==> src/rtl/serial_subtractor.sv <==
// Bit-serial unsigned subtractor: diff = a - b - bin, one bit per cycle, LSB first.
// Define SERIAL_SUB_OVERFLOW_EN to add the signed-overflow output ovf.
module serial_subtractor #(
  parameter int WIDTH = 8
) (
  input  logic             clk,
  input  logic             rst,
  input  logic             in_valid,
  output logic             in_ready,
  input  logic [WIDTH-1:0] a,
  input  logic [WIDTH-1:0] b,
  input  logic             bin,
  output logic             out_valid,
  input  logic             out_ready,
  output logic [WIDTH-1:0] diff,
  output logic             bout
`ifdef SERIAL_SUB_OVERFLOW_EN
  ,
  output logic             ovf
`endif
);

  localparam int CW = (WIDTH > 1) ? $clog2(WIDTH) : 1;

  typedef enum logic [1:0] {IDLE, RUN, DONE} state_t;

  state_t           state, state_next;
  logic [WIDTH-1:0] a_q, b_q, res_q, res_shift;
  logic [CW-1:0]    cnt;
  logic             br, a_i, b_i, d_i, br_next, last;

  // Current bit slice and the full-subtractor cell for it
  always_comb begin
    a_i       = a_q[cnt];
    b_i       = b_q[cnt];
    d_i       = a_i ^ b_i ^ br;
    br_next   = (~a_i & b_i) | (~a_i & br) | (b_i & br);
    res_shift = {d_i, res_q[WIDTH-1:1]};
    last      = (cnt == CW'(WIDTH - 1));
  end

  always_comb begin
    state_next = state;
    in_ready   = 1'b0;
    out_valid  = 1'b0;
    unique case (state)
      IDLE: begin
        in_ready = 1'b1;
        if (in_valid) state_next = RUN;
      end
      RUN: begin
        if (last) state_next = DONE;
      end
      DONE: begin
        out_valid = 1'b1;
        if (out_ready) state_next = IDLE;
      end
      default: state_next = IDLE;
    endcase
  end

  always_ff @(posedge clk) begin
    if (rst) state <= IDLE;
    else     state <= state_next;
  end

  // Result bits shift in from the top so bit 0 lands in place after WIDTH steps;
  // the visible outputs only change on the final RUN edge.
  always_ff @(posedge clk) begin
    if (rst) begin
      a_q   <= '0;
      b_q   <= '0;
      res_q <= '0;
      cnt   <= '0;
      br    <= 1'b0;
      diff  <= '0;
      bout  <= 1'b0;
`ifdef SERIAL_SUB_OVERFLOW_EN
      ovf   <= 1'b0;
`endif
    end else begin
      unique case (state)
        IDLE: begin
          if (in_valid) begin
            a_q <= a;
            b_q <= b;
            br  <= bin;
            cnt <= '0;
          end
        end
        RUN: begin
          res_q <= res_shift;
          br    <= br_next;
          cnt   <= cnt + 1'b1;
          if (last) begin
            diff <= res_shift;
            bout <= br_next;
`ifdef SERIAL_SUB_OVERFLOW_EN
            ovf  <= (a_q[WIDTH-1] != b_q[WIDTH-1]) && (d_i != a_q[WIDTH-1]);
`endif
          end
        end
        default: ;
      endcase
    end
  end

endmodule

==> config.mk <==
export PLATFORM = sky130hd
export DESIGN_NAME = serial_subtractor
export DESIGN_NICKNAME = d
export VERILOG_FILES = /design/src/rtl/serial_subtractor.sv
export SDC_FILE = /design/constraint.sdc
export NUM_CORES = 1
export LEC_CHECK = 0
export ABC_AREA = 1
export CORE_ASPECT_RATIO = 0.75
export CORE_MARGIN = 2
export CORE_UTILIZATION = 53
export CTS_BUF_LIST = sky130_fd_sc_hd__clkbuf_8
export CTS_CLUSTER_SIZE = 12
export DETAILED_ROUTE_END_ITERATION = 10
export PLACE_DENSITY = 0.81
export RECOVER_POWER = 100
export SYNTH_ARGS = -nofsm -noshare
export SYNTH_HDL_FRONTEND = slang
export SYNTH_SLANG_ARGS = --single-unit
export TNS_END_PERCENT = 20
==> constraint.sdc <==
create_clock -name clk -period 2.4 [get_ports clk]
set_input_delay 0.36 -clock clk [delete_from_list [all_inputs] [get_ports clk]]
set_output_delay 0.36 -clock clk [all_outputs]
set_load 0.005 [all_outputs]
==> out/summary.txt, run 1 <==
Status: finished, final reports clean
DRC: 0
CP endpoint kind: flop
GRT met2 Usage: 0.325
Final period util: 0.852
# setup viols final: 0
CTS Buffer Depth: 2
Busiest grt layer: met2
Tmin final: 2.04 ns
Cell Area, Placed: 0.00197 mm²
VDD IR max: 0.372 mV
Cts-stage hold buffer count: 0
CTS tree: yes
Leak pwr: 0.936 nW
Full die area: 0.00359 mm²
First-pass GRT wire length: 5710 µm
Fin nets: 285
Via count: 1455
P&R area growth vs syn: 25.5%
Initial DRC count: 45
Buffers added on ports: 31
Ports: 32
Min-Delay Endpoint: diff[2]$_SDFFE_PP0P_
Number of routed nets with antenna violations: 0
Post-CTS Setup Bufs: 0
WP data required: 2.58 ns
Core footprint: 0.00296 mm²
Worst slew margin: 0.604
Largest net degree at the start of global routing: 19
M3 GR Usage: 0.0473
Worst Path Arrival: 2.23 ns
Syn_nets: 252
Worst setup path class: reg2reg
Final Max Tran Viols: 0
Setup_tns: 0 ns
Final hold viol count: 0
Flops & latches, synth: 38
R2r endpoint: diff[7]$_SDFFE_PP0P_
Root buf cell: clkbuf_8
Grt total ovfl: 0
Pre-CTS WS: 0.385 ns
Distinct cells, synth: 21
Reg2Reg Depth: 9
FMAX: 489 MHz
Hold Crit Start: diff[2]$_SDFFE_PP0P_
Commonest non-fill, non-tap cells in the layout: 62 x nor2_1, 42 x nand2_1, 38 x dfxtp_1
Area of the mapped netlist: 0.00166 mm²
DP Cell Count: 292
Post-synthesis instance total: 228
RePlAce Congestion: 0.872
Initial Util: 0.560
Sequential-to-total area share from yosys stat: 0.460
Crit start category: flop
Worst-Margin Slew: 0.588 ns
Max Clock Skew: 0.00494 ns
CTS Sinks: 38
Clk_lat worst skew: 0.29 ns
Reg2reg start: cnt[0]$_SDFFE_PP0P_
Max-cap violation count: 0
Vias in the first global route: 1318
CP max FO: 11
Layout Cells excl Fill: 300
DP HPWL: 2360 µm
Area fraction of the dominant cell type after synthesis: 0.460
Global router's overall resource usage: 0.217
Most common cell after layout, fill and taps aside: nor2_1
Layout cells sized above 1: 0.0573
Resized cells post-CTS: 0
YS warnings: 0
Worst-path clk slew: 0.07 ns
Worst Hold Depth: 2
Final instance area: 0.00208 mm²
Fin util: 0.703
Pwr Density: 742 mW/mm²
Drt pass-1 iters: 5
Row count: 17
Ant diodes: 0
Synth area leaders: dfxtp_1 46%, nor2_1 14%, o21ai_0 9.4%, nand2_1 9.3%, inv_1 4.5%
H-tree Lvls: 2
Post-synthesis average cell area: 7.26 µm²
Initial antenna violation count: 0
CTS Buf Count: 5
Hold WC Path Type: reg2reg
Leading area contributor after synthesis: dfxtp_1
DR WL/cell: 11.3 µm
Vias per cell: 4.85
Die width: 68.5 µm
Die Ht: 52.4 µm
Final setup margin: 0.356 ns
M1 GR Usage: 0.306
RSZ-0062 raised after global routing: false
Drt total wl: 3380 µm
Register-to-register setup slack: 0.36 ns
==> synthesized netlist by cell type <==
master / number
inv_1: 20
dfxtp_1: 38
nand2_1: 41
inv_2: 1
fa_1: 1
a21oi_1: 6
buf_6: 3
nand2_4: 1
inv_6: 1
nor2_1: 60
a21oi_2: 2
nand2_2: 2
buf_8: 1
clkinv_1: 1
buf_4: 1
ha_1: 2
clkbuf_1: 3
nand3_1: 9
nor2_2: 1
nor2_4: 3
o21ai_0: 31
==> final cells by class <==
cell class              count  area, µm²
fillers                   260        878
flip-flops and latches     38        761
multi-input cells         159        714
repair buffers             34        322
inverters                  23       91.3
clock buffers               6       82.6
clock inverters             2       60.1
well taps                  38       47.5
==> report_power, final <==
part / leakage [nW] / internal (mW) / switching, mW / total, mW
Clock: 0.0714 / 0.443 / 0.219 / 0.663
Sequential: 0.312 / 0.669 / 0.0282 / 0.697
Combinational: 0.553 / 0.0817 / 0.101 / 0.183
Total: 0.936 / 1.19 / 0.349 / 1.54
==> kinds of logic after synthesis <==
family / count (synthesis) / share of synthesized area
AOI/OAI and AO/OA: 39 / 0.122
buffers and inverters: 31 / 0.0960
adders and majority gates: 3 / 0.0272
DFF: 38 / 0.460
and+or+nand+nor: 117 / 0.295
==> layer usage <==
metal	share of wire	vias to the layer above
met2	0.43	38
li1	-	773
met5	0	-
met4	0.013	0
met3	0.064	5
met1	0.49	639
==> registers in the layout, indices dropped and copies added, names as in the netlist <==
register  cells
cnt           3
diff          8
a_q           8
res_q         7
b_q           8
state         2
br            1
bout          1
==> how the worst max path moves through the flow <==
stage                                   start                    to  slack (ns)  cells after the start
after CTS                 cnt[0]$_SDFFE_PP0P_  diff[7]$_SDFFE_PP0P_        0.35                      9
after floorplan           cnt[0]$_SDFFE_PP0P_  diff[7]$_SDFFE_PP0P_        0.69                     10
after global routing      cnt[0]$_SDFFE_PP0P_  diff[7]$_SDFFE_PP0P_        0.18                      9
after global placement    cnt[0]$_SDFFE_PP0P_  diff[7]$_SDFFE_PP0P_        0.51                      9
after detailed placement  cnt[0]$_SDFFE_PP0P_  diff[7]$_SDFFE_PP0P_        0.39                      9
final                     cnt[0]$_SDFFE_PP0P_  diff[7]$_SDFFE_PP0P_        0.36                      9
==> critical path, cell delays in order (launching register included) <==
cell	delay, ns
dfxtp_1	0.53
clkinv_1	0.31
nand2_1	0.13
nand3_1	0.08
nand3_1	0.09
nand2_1	0.07
fa_1	0.53
inv_1	0.04
nor2_1	0.09
nor2_1	0.06
==> metrics by stage <==
stage	hold slack (ns)	power, mW
floorplan	0.452	0.841
global placement	0.455	0.891
detailed placement	0.461	0.899
CTS	0.472	1.55
global route	0.491	1.60
finish	0.462	1.54
(Power assumes the default switching activity.)
==> inputs of run 2 (changes only) <==
- CORE_UTILIZATION: 53 -> 50
- CTS_BUF_LIST: sky130_fd_sc_hd__clkbuf_8 -> unset
- CTS_CLUSTER_SIZE: 12 -> 20
- PLACE_DENSITY: 0.81 -> 0.77
==> run 2 against run 1 <==
  * Design area is 1.7% lower
  * First-iteration DRC count is 110% higher
  * Hold slack worse by 0.0027 ns
  * Utilization is 6.8 points lower
  * Sequential cell count stayed put
  * Maximum frequency is 0.37% lower
  * Combinational power is 3% lower
  * Largest power group unchanged
  * Highest routed layer unchanged
==> out/summary.txt, run 2 (same netlist as run 1, synthesis figures left out) <==
Status: finished, final reports clean (unchanged)
WP data required: 2.58 ns (about the same)
Worst-Margin Slew: 0.618 ns (was 0.588 ns)
Switching power: 0.343 mW (was 0.349 mW)
Root buf cell: clkbuf_8 (unchanged)
Grt total ovfl: 0 (unchanged)
Commonest non-fill, non-tap cells in the layout: 62 x nor2_1, 43 x nand2_1, 38 x dfxtp_1 (was 62 x nor2_1, 42 x nand2_1, 38 x dfxtp_1)
Post-CTS Setup Bufs: 0 (unchanged)
Clock power share: 0.374 (was 0.430)
Row count: 18 (was 17)
Resized cells post-CTS: 0 (unchanged)
Initial Util: 0.514 (was 0.560)
CTS Sinks: 38 (unchanged)
Die Ht: 53.8 µm (was 52.4 µm)
RePlAce Congestion: 0.833 (was 0.872)
Die width: 70.4 µm (was 68.5 µm)
RSZ-0062 raised after global routing: false (unchanged)
Max Clock Skew: 0.00493 ns (was 0.00494 ns)
Full die area: 0.00379 mm² (was 0.00359 mm²)
Clk_lat worst skew: 0.29 ns (about the same)
Max-cap violation count: 0 (unchanged)
Worst Path Arrival: 2.23 ns (about the same)
Layout cells sized above 1: 0.0611 (was 0.0573)
Initial DRC count: 95 (was 45)
P&R area growth vs syn: 23.4% (was 25.5%)
Final instance area: 0.00204 mm² (was 0.00208 mm²)
Buffers added on ports: 31 (unchanged)
Drt pass-1 iters: 4 (was 5)
Hold WC Path Type: reg2reg (unchanged)
Fin nets: 285 (unchanged)
DP HPWL: 2310 µm (was 2360 µm)
FMAX: 487 MHz (was 489 MHz)
Worst slew margin: 0.588 (was 0.604)
Final hold viol count: 0 (unchanged)
Global router's overall resource usage: 0.191 (was 0.217)
Worst-path clk slew: 0.07 ns (about the same)
Leak pwr: 0.917 nW (was 0.936 nW)
CTS tree: yes (unchanged)
Setup_tns: 0 ns (unchanged)
Initial antenna violation count: 0 (unchanged)
H-tree Lvls: 2 (unchanged)
Cell Int Power: 1.06 mW (was 1.19 mW)
Crit start category: flop (unchanged)
Gate power share: 0.127 (was 0.119)
VDD IR max: 0.343 mV (was 0.372 mV)
Pwr Density: 684 mW/mm² (was 742 mW/mm²)
CP max FO: 11 (unchanged)
# setup viols final: 0 (unchanged)
Via count: 1451 (was 1455)
CP endpoint kind: flop (unchanged)
CTS Buf Count: 5 (unchanged)
Worst setup path class: reg2reg (unchanged)
Final period util: 0.855 (was 0.852)
Seq pwr share: 0.499 (was 0.452)
Cell Area, Placed: 0.00197 mm² (about the same)
Number of routed nets with antenna violations: 0 (unchanged)
Tmin final: 2.05 ns (was 2.04 ns)
Drt total wl: 3260 µm (was 3380 µm)
Cts-stage hold buffer count: 0 (unchanged)
DR WL/cell: 10.8 µm (was 11.3 µm)
Vias in the first global route: 1268 (was 1318)
Ant diodes: 0 (unchanged)
CTS Buffer Depth: 2 (unchanged)
Ports: 32 (unchanged)
Largest net degree at the start of global routing: 19 (unchanged)
Largest registers: a_q x8, b_q x8, diff x8 (unchanged)
Vias per cell: 4.80 (was 4.85)
Sw Ratio: 0.245 (was 0.226)
First-pass GRT wire length: 5510 µm (was 5710 µm)
Final Max Tran Viols: 0 (unchanged)
Core footprint: 0.00322 mm² (was 0.00296 mm²)
DRC: 0 (unchanged)
Most common cell after layout, fill and taps aside: nor2_1 (unchanged)
run 2: cell types whose count changed in the layout (fill, tap and decap cells not counted), sizes merged:
| cell | change |
|---|---|
| clkbuf | -2 |
| clkinvlp | +1 |
| inv | -1 |
| buf | +1 |
| clkinv | +2 |
| bufinv | -1 |
run 2: final cells by class:
cell class,instances,area (µm²)
inverter,23,87.6
clock inverter,3,40.0
fill,317,1180
multi-input combinational,159,711
tap,40,50.0
clock buffer,5,68.8
timing repair buffer,34,325
sequential,38,761
run 2: worst paths after layout:
path	startpoint	to	slack [ns]	depth (start not counted)
worst max-delay path	cnt[0]$_SDFFE_PP0P_	diff[7]$_SDFFE_PP0P_	0.35	9
worst min-delay path	diff[1]$_SDFFE_PP0P_	diff[1]$_SDFFE_PP0P_	0.46	2
worst max register to register	cnt[0]$_SDFFE_PP0P_	diff[7]$_SDFFE_PP0P_	0.35	9
worst min register to register	diff[1]$_SDFFE_PP0P_	diff[1]$_SDFFE_PP0P_	0.46	2
run 2: power by group through the flow:
stage                     clock network (mW)  registers [mW]  logic [mW]
final                                  0.524           0.698       0.177
after global routing                   0.561           0.702       0.208
after CTS                              0.535           0.698       0.187
after detailed placement                   0           0.712       0.185
after global placement                     0           0.710       0.182
after floorplan                            0           0.702       0.139
run 2: worst max-delay path, cell delays in order, from the launching register on:
cell      delay (ns)
dfxtp_1         0.53
clkinv_1        0.31
nand2_1         0.13
nand3_1         0.09
nand3_1         0.11
nand2_1         0.07
fa_1            0.52
inv_1           0.04
nor2_1          0.09
nor2_1          0.06
run 2: layer usage:
| layer | GRT usage | wire length (µm) | up-vias | part of all wire |
|---|---|---|---|---|
| met5 | 0 | 0 | - | 0 |
| met4 | 0.0705 | 45 | 0 | 0.014 |
| met3 | 0.0506 | 191 | 5 | 0.059 |
| met2 | 0.318 | 1370 | 40 | 0.42 |
| met1 | 0.243 | 1650 | 630 | 0.51 |
| li1 | - | - | 776 | - |
run 2: per-stage QoR:
| stage | setup WS [ns] | power, mW | instances | hold slack (ns) | utilization |
|---|---|---|---|---|---|
| 4_1_cts | 0.352 | 1.42 | 302 | 0.466 | 0.646 |
| 2_1_floorplan | 0.692 | 0.841 | 228 | 0.452 | - |
| 5_1_grt | 0.110 | 1.47 | 302 | 0.488 | 0.634 |
| 3_3_place_gp | 0.495 | 0.891 | 294 | 0.453 | 0.612 |
| 3_5_place_dp | 0.401 | 0.897 | 294 | 0.454 | 0.612 |
| 6_report | 0.348 | 1.40 | 302 | 0.459 | 0.634 |
==> inputs of run 3 (changes only) <==
- SETUP_SLACK_MARGIN: unset -> 0.02
- SLEW_MARGIN: unset -> 20
==> results of run 3 <==
The final DEF is identical to that of run 2; final timing and power are the same.
